File: config.mk
export PLATFORM = sky130hd
export DESIGN_NAME = pipelined_addsub
export DESIGN_NICKNAME = d
export VERILOG_FILES = /design/src/rtl/pipelined_addsub_pkg.sv /design/src/rtl/addsub_segment.sv /design/src/rtl/pipelined_addsub.sv
export SDC_FILE = /design/constraint.sdc
export NUM_CORES = 1
export LEC_CHECK = 0
export BUFFER_PORTS_ARGS = -buffer_cell sky130_fd_sc_hd__buf_2
export CORE_MARGIN = 1
export CORE_UTILIZATION = 45
export DETAILED_ROUTE_END_ITERATION = 6
export PLACE_DENSITY = 0.79
export SLEW_MARGIN = 30
export SYNTH_ARGS = -nofsm -noshare
export SYNTH_HDL_FRONTEND = slang
export SYNTH_HIERARCHICAL = 1
export SYNTH_SLANG_ARGS = --single-unit
export TNS_END_PERCENT = 100
File: constraint.sdc
create_clock -name clk -period 5 [get_ports clk]
set_clock_uncertainty 0.15 [all_clocks]
set_input_delay 1 -clock clk [delete_from_list [all_inputs] [get_ports clk]]
set_output_delay 1 -clock clk [all_outputs]
set_load 0.005 [all_outputs]
File: src/rtl/pipelined_addsub_pkg.sv
// Shared types for the pipelined add/subtract block: mode encoding and the
// per-stage record that carries operands, carry and partial sum down the pipe.
package pipelined_addsub_pkg;

  localparam logic MODE_ADD = 1'b0;
  localparam logic MODE_SUB = 1'b1;

  // Widest supported operand; narrower instances leave the upper bits at zero.
  localparam int MAX_W = 64;

  typedef struct packed {
    logic             vld;
    logic             carry;
    logic [MAX_W-1:0] a;
    logic [MAX_W-1:0] b;
    logic [MAX_W-1:0] sum;
  } stage_t;

endpackage

File: src/rtl/addsub_segment.sv
// One carry-chain segment: SEG-bit ripple add with carry in/out, plus the
// carry into its MSB so the last segment can form signed overflow.
module addsub_segment
  import pipelined_addsub_pkg::*;
#(
  parameter int SEG = 4
) (
  input  logic [SEG-1:0] a,
  input  logic [SEG-1:0] b,
  input  logic           ci,
  output logic [SEG-1:0] s,
  output logic           co,
  output logic           msb_ci
);

  always_comb begin
    {co, s} = {1'b0, a} + {1'b0, b} + {{SEG{1'b0}}, ci};
    // sum bit = a ^ b ^ carry-in, so the MSB carry-in falls out directly
    msb_ci  = a[SEG-1] ^ b[SEG-1] ^ s[SEG-1];
  end

endmodule

File: src/rtl/pipelined_addsub.sv
// Carry-chain pipelined adder/subtractor: STAGES segments of WIDTH/STAGES bits,
// operands skewed into later stages, sum slices collected so they exit together.
module pipelined_addsub
  import pipelined_addsub_pkg::*;
#(
  parameter int WIDTH  = 8,
  parameter int STAGES = 2
) (
  input  logic             clk,
  input  logic             rst_n,
  input  logic             in_valid,
  output logic             in_ready,
  input  logic [WIDTH-1:0] a,
  input  logic [WIDTH-1:0] b,
  input  logic             cin,
  input  logic             sub,
  output logic             out_valid,
  input  logic             out_ready,
  output logic [WIDTH-1:0] sum,
  output logic             cout,
  output logic             ovf
);

  localparam int SEG = WIDTH / STAGES;

  if (WIDTH < 2 || WIDTH > MAX_W || STAGES < 1 || STAGES > WIDTH ||
      (WIDTH % STAGES) != 0) begin : g_bad_cfg
    $error("pipelined_addsub: illegal WIDTH/STAGES combination");
  end

  stage_t                       seg_in [STAGES];
  stage_t                       stg_d  [STAGES];
  stage_t                       stg_q  [STAGES];
  logic [STAGES-1:0][SEG-1:0]   seg_s;
  logic [STAGES-1:0]            seg_co;
  logic [STAGES-1:0]            seg_mci;
  logic                         ovf_d, ovf_q;
  logic                         unused_last;

  // Global stall: the whole pipe advances only when the output slot frees up.
  assign in_ready = out_ready || !out_valid;

  always_comb begin
    seg_in[0]     = '0;
    seg_in[0].vld = in_valid;
    // Bubbles carry all-zero operands so idle bus values never reach outputs.
    if (in_valid) begin
      seg_in[0].carry = (sub == MODE_SUB) ? 1'b1 : cin;
      seg_in[0].a     = MAX_W'(a);
      seg_in[0].b     = MAX_W'((sub == MODE_SUB) ? ~b : b);
    end
    for (int k = 1; k < STAGES; k++) seg_in[k] = stg_q[k-1];
  end

  for (genvar k = 0; k < STAGES; k++) begin : g_seg
    addsub_segment #(.SEG(SEG)) u_seg (
      .a      (seg_in[k].a[k*SEG +: SEG]),
      .b      (seg_in[k].b[k*SEG +: SEG]),
      .ci     (seg_in[k].carry),
      .s      (seg_s[k]),
      .co     (seg_co[k]),
      .msb_ci (seg_mci[k])
    );
  end

  always_comb begin
    for (int k = 0; k < STAGES; k++) begin
      stg_d[k]                   = seg_in[k];
      stg_d[k].sum[k*SEG +: SEG] = seg_s[k];
      stg_d[k].carry             = seg_co[k];
    end
    ovf_d = seg_co[STAGES-1] ^ seg_mci[STAGES-1];
  end

  always_ff @(posedge clk or negedge rst_n) begin
    if (!rst_n) begin
      for (int k = 0; k < STAGES; k++) stg_q[k] <= '0;
      ovf_q <= 1'b0;
    end else if (in_ready) begin
      for (int k = 0; k < STAGES; k++) stg_q[k] <= stg_d[k];
      ovf_q <= ovf_d;
    end
  end

  // The last stage register doubles as the output register.
  assign out_valid = stg_q[STAGES-1].vld;
  assign sum       = stg_q[STAGES-1].sum[WIDTH-1:0];
  assign cout      = stg_q[STAGES-1].carry;
  assign ovf       = ovf_q;

  assign unused_last = ^{stg_q[STAGES-1].a, stg_q[STAGES-1].b, stg_q[STAGES-1].sum};

endmodule

# Word-level counts from Yosys, hierarchy flattened
# Index checks and enable logic that the tools add are counted.
# W data, S select, Z words.
classes:
  add_sub_neg: 4
  n_mux: 3
  bitwise: 4
  reduce_logical: 2
ops:
  columns: ["operator", "n"]
  rows:
  - ["$mux W129", 1]
  - ["$mux W64", 1]
  - ["$not A8 Y64", 1]
  - ["$add A4 B4 Y5", 2]
  - ["$add A5 B1 Y5", 2]
  - ["$xor A1 B1 Y1", 3]
  - ["$logic_not A1 Y1", 1]
  - ["$logic_or A1 B1 Y1", 1]
  - ["$mux W1", 1]
totals:
  regBits: 33
  inputBits: 22
  elab_cells: 22

# Logic depth before layout (Yosys ltp)
depth:
  ltp_word: 5
  ltp_mapped: 10

# Hierarchy
# The synthesis kept the hierarchy.
modules_own_cells:
  columns: ["mod", "n_inst", "cells_each", "area_each_um2", "seq_area_each_um2"]
  rows:
  - ["pipelined_addsub", 1, 89, 1148.6, 625.6]
  - ["addsub_segment", 2, 17, 141.4, 0.0]

# Worst setup path after synthesis
# OpenSTA, ideal clock, no wires.
synth_timing:
  kind: "input to register"
  from: "input port sub"
  to: "register, netlist name seg_in[192]"
  setup_ns: 0.125
  arrival_ns: 2.543
  t_required_ns: 4.725
  path_slack_ns: 2.182
  stages: 10
  n_path_buf: 1
  cell_sequence: "buf_2 > xnor2_1 > nor2_1 > fa_1 > inv_1 > fa_1 > nor2b_1 > o21ai_0 > nand2b_1 > mux2_2"
synth_lines:
  columns: ["element", "line", "text"]
  rows:
  - ["start, declared", "pipelined_addsub.sv:16", "input logic sub,"]

# Worst setup path after layout
layout_timing:
  from: "input port out_ready"
  to: "output port in_ready"
layout_via:
  elab_chain_len: 1
layout_lines:
  columns: ["element", "line", "text"]
  rows:
  - ["start, declared", "pipelined_addsub.sv:18", "input logic out_ready,"]
  - ["$logic_or A1 B1 Y1", "pipelined_addsub.sv:41", "assign in_ready = out_ready || !out_valid;"]
  - ["end, declared", "pipelined_addsub.sv:12", "output logic in_ready,"]
# Every way passes these cells.

==> results.json <==
{
  "status": "completed",
  "post_synth_fa_ha_maj_area_fraction_pct": 10.8,
  "die_w_um": 58.4,
  "area_delta_synth_final_pct": 14.9,
  "yosys.area_share.simple_pct": 12.9,
  "cts_hold_buf": 0,
  "grt_pass1_wl_um": 4320,
  "holdWs_ns": 0.343,
  "cts_buffer_depth": 2,
  "cts-htree-levels": 1,
  "via_count": 941,
  "viasPerCell": 4.73,
  "required_ns": 3.85,
  "grt_setup_unrepaired": "false",
  "max-slew-margin-rel_pct": 63.7,
  "placed_cells": 195,
  "finish.utilization_pct": 54.3,
  "cp-start-kind": "input pin",
  "max_freq_ghz": 0.333,
  "yosysTopAreaCellShare_pct": 43.7,
  "clk_pin_slew_ns": 0.13,
  "synth_top_family_by_area": "multiplexers",
  "yosys_warnings": 6,
  "cts.repair.resized": 0,
  "synth-edff-count": 0,
  "cp_data_arrival_time_ns": 1.86,
  "setup_ws_ns": 1.99,
  "ys_types": 24,
  "drive_gt1_share_pct": 34.8,
  "synthTopCellsByArea": "dfrtp_1 (44%), mux2_4 (8.4%), mux2_2 (6.3%), xnor2_1 (6.1%), fa_1 (5.6%)",
  "cp_max_fo": 15,
  "timing.final.max_slew_violations": 0,
  "min_path_type": "flip-flop to flip-flop",
  "power.leakage_nw": 0.825,
  "post-route-period-util_pct": 60.1,
  "numPortBuffers": 33,
  "place.gp.congestion": 0.843,
  "synth_area_leader_cell": "dfrtp_1",
  "dieArea_mm2": 0.00341,
  "clock_sinks": 25,
  "netlist_area_mm2": 0.00143,
  "ys_seq_elements": 25,
  "total_power_uw": 527,
  "synth-xor-area-share_pct": 7.95,
  "clk_latency_ns": 0.31,
  "fin_area_mm2": 0.00164,
  "root_buffer": "clkbuf_4",
  "dp_worst_setup_slack_ns": 1.99,
  "core_mm2": 0.00303,
  "ir_drop_mv": 0.125,
  "critPathKind": "input pin to primary output",
  "worst_slew_pin_slew_ns": 0.544,
  "synth_compound_area_share_pct": 4.90,
  "synth_nets": 155,
  "drt-wirelength-per-cell_um": 12.6,
  "hold_viol_final": 0,
  "numCtsBuffers": 3,
  "fin_crit_ns": 3.01,
  "dr.pass1.iters": 4,
  "ant_nets": 0,
  "ys_seq_area_share_pct": 43.7,
  "drc_errors": 0,
  "grt_util_all_layers_pct": 16.9,
  "cts_tree": "done",
  "drv_cap": 0,
  "yosysMostFrequentCell": "dfrtp_1",
  "ys.flop_type": "dfrtp_1",
  "synthArstFlopShare_pct": 100,
  "antenna_found_initial": 0,
  "postPlaceCellArea_mm2": 0.00162,
  "wirelength_um": 2500,
  "dr.first_iter.drc_count": 19,
  "post-cts-setup-buffers": 0,
  "muxShareOfSynthArea_pct": 14.7,
  "grt_max_degree": 26,
  "synthCells": 123,
  "instances_no_fill": 199,
  "fillers": 270,
  "ys_top_cells_by_count": "dfrtp_1 (25), xnor2_1 (10)",
  "tns_ns": 0,
  "initial_utilization_pct": 47.3,
  "placementRows": 20,
  "antenna_cells": 0,
  "synth_area_per_cell_um2": 11.6,
  "powerDensity_mw_per_mm2": 320,
  "io_pins": 34,
  "grt_pass1_vias": 969,
  "die_h_um": 58.4,
  "dp_hpwl_um": 1990,
  "grt-ovfl-total": 0,
  "nNetsFinal": 188,
  "end_kind": "primary output",
  "setup_viol": 0
}
## area by class of cell
cell class                 instances  area (µm²)  share of cell area [%]
multi-input combinational         83         734                    44.7
inverter                          10        37.5                    2.28
clock buffer                       4        26.3                    1.60
tap                               44        55.1                    3.35
timing repair buffer              33         165                    10.0
sequential                        25         626                    38.1
## per-layer routing
metal	track usage, %	part of all wire (%)	up-vias
li1	-	-	473
met1	22.4	48	430
met2	28.2	47	34
met3	2.64	3.8	4
met4	6.12	1.6	0
met5	0	0	-
## sequential cells by signal, summed over array words and instances, names as in the netlist
| register | cells |
|---|---|
| sum | 8 |
| cout | 1 |
| out_valid | 1 |
| seg_in | 14 |
| ovf | 1 |
## critical path, cell delays in order
cell and delay [ns]:
buf_2 0.15, nor2b_4 0.28, inv_2 0.23, buf_2 0.19
## placed cells by master (no fill, tap or decap)
cell type	Yosys	final
o21ai_0	6	6
nor2b_4	1	1
inv_2	1	1
dfrtp_1	25	25
ha_1	6	6
inv_1	8	8
and2_1	4	4
clkbuf_1	0	1
nor2_1	6	6
xor2_1	3	3
o31ai_1	4	4
nor2b_1	2	2
nand3_1	2	2
buf_2	3	33
xnor2_1	10	10
nand3b_1	8	8
nand2b_1	3	3
a21oi_1	2	2
mux2_2	8	8
clkbuf_4	0	3
nand2_1	6	6
fa_1	4	4
mux2_4	8	8
clkinv_1	1	1
## power breakdown
| part | internal [mW] | leakage (nW) | switching, mW |
|---|---|---|---|
| Clock | 0.0312 | 0.0150 | 0.0580 |
| Sequential | 0.246 | 0.312 | 0.0282 |
| Combinational | 0.0958 | 0.498 | 0.0673 |
## worst paths after layout
kind,start,to,slack (ns),cells after the start
setup / recovery,out_ready,in_ready,1.99,4
hold / removal,seg_in[193]$_DFFE_PN0P_,out_valid$_DFFE_PN0P_,0.34,1
setup reg to reg,seg_in[132]$_DFFE_PN0P_,ovf$_DFFE_PN0P_,2.79,8
hold reg to reg,seg_in[193]$_DFFE_PN0P_,out_valid$_DFFE_PN0P_,0.34,1
max in group asynchronous,rst_n,sum[1]$_DFFE_PN0P_,3.85,1
min in group asynchronous,rst_n,sum[6]$_DFFE_PN0P_,0.50,1
## cell families (layout without fill, tap and decap cells)
kind of cell | Yosys count | in the layout
XOR/XNOR | 13 | 13
flip-flops | 25 | 25
multiplexers | 16 | 16
AND/OR/NAND/NOR | 32 | 32
buffers and inverters | 15 | 47
AO/OA/AOI/OAI | 12 | 12
adder cells (fa/ha/maj) | 10 | 10
(Power assumes the default switching activity.)
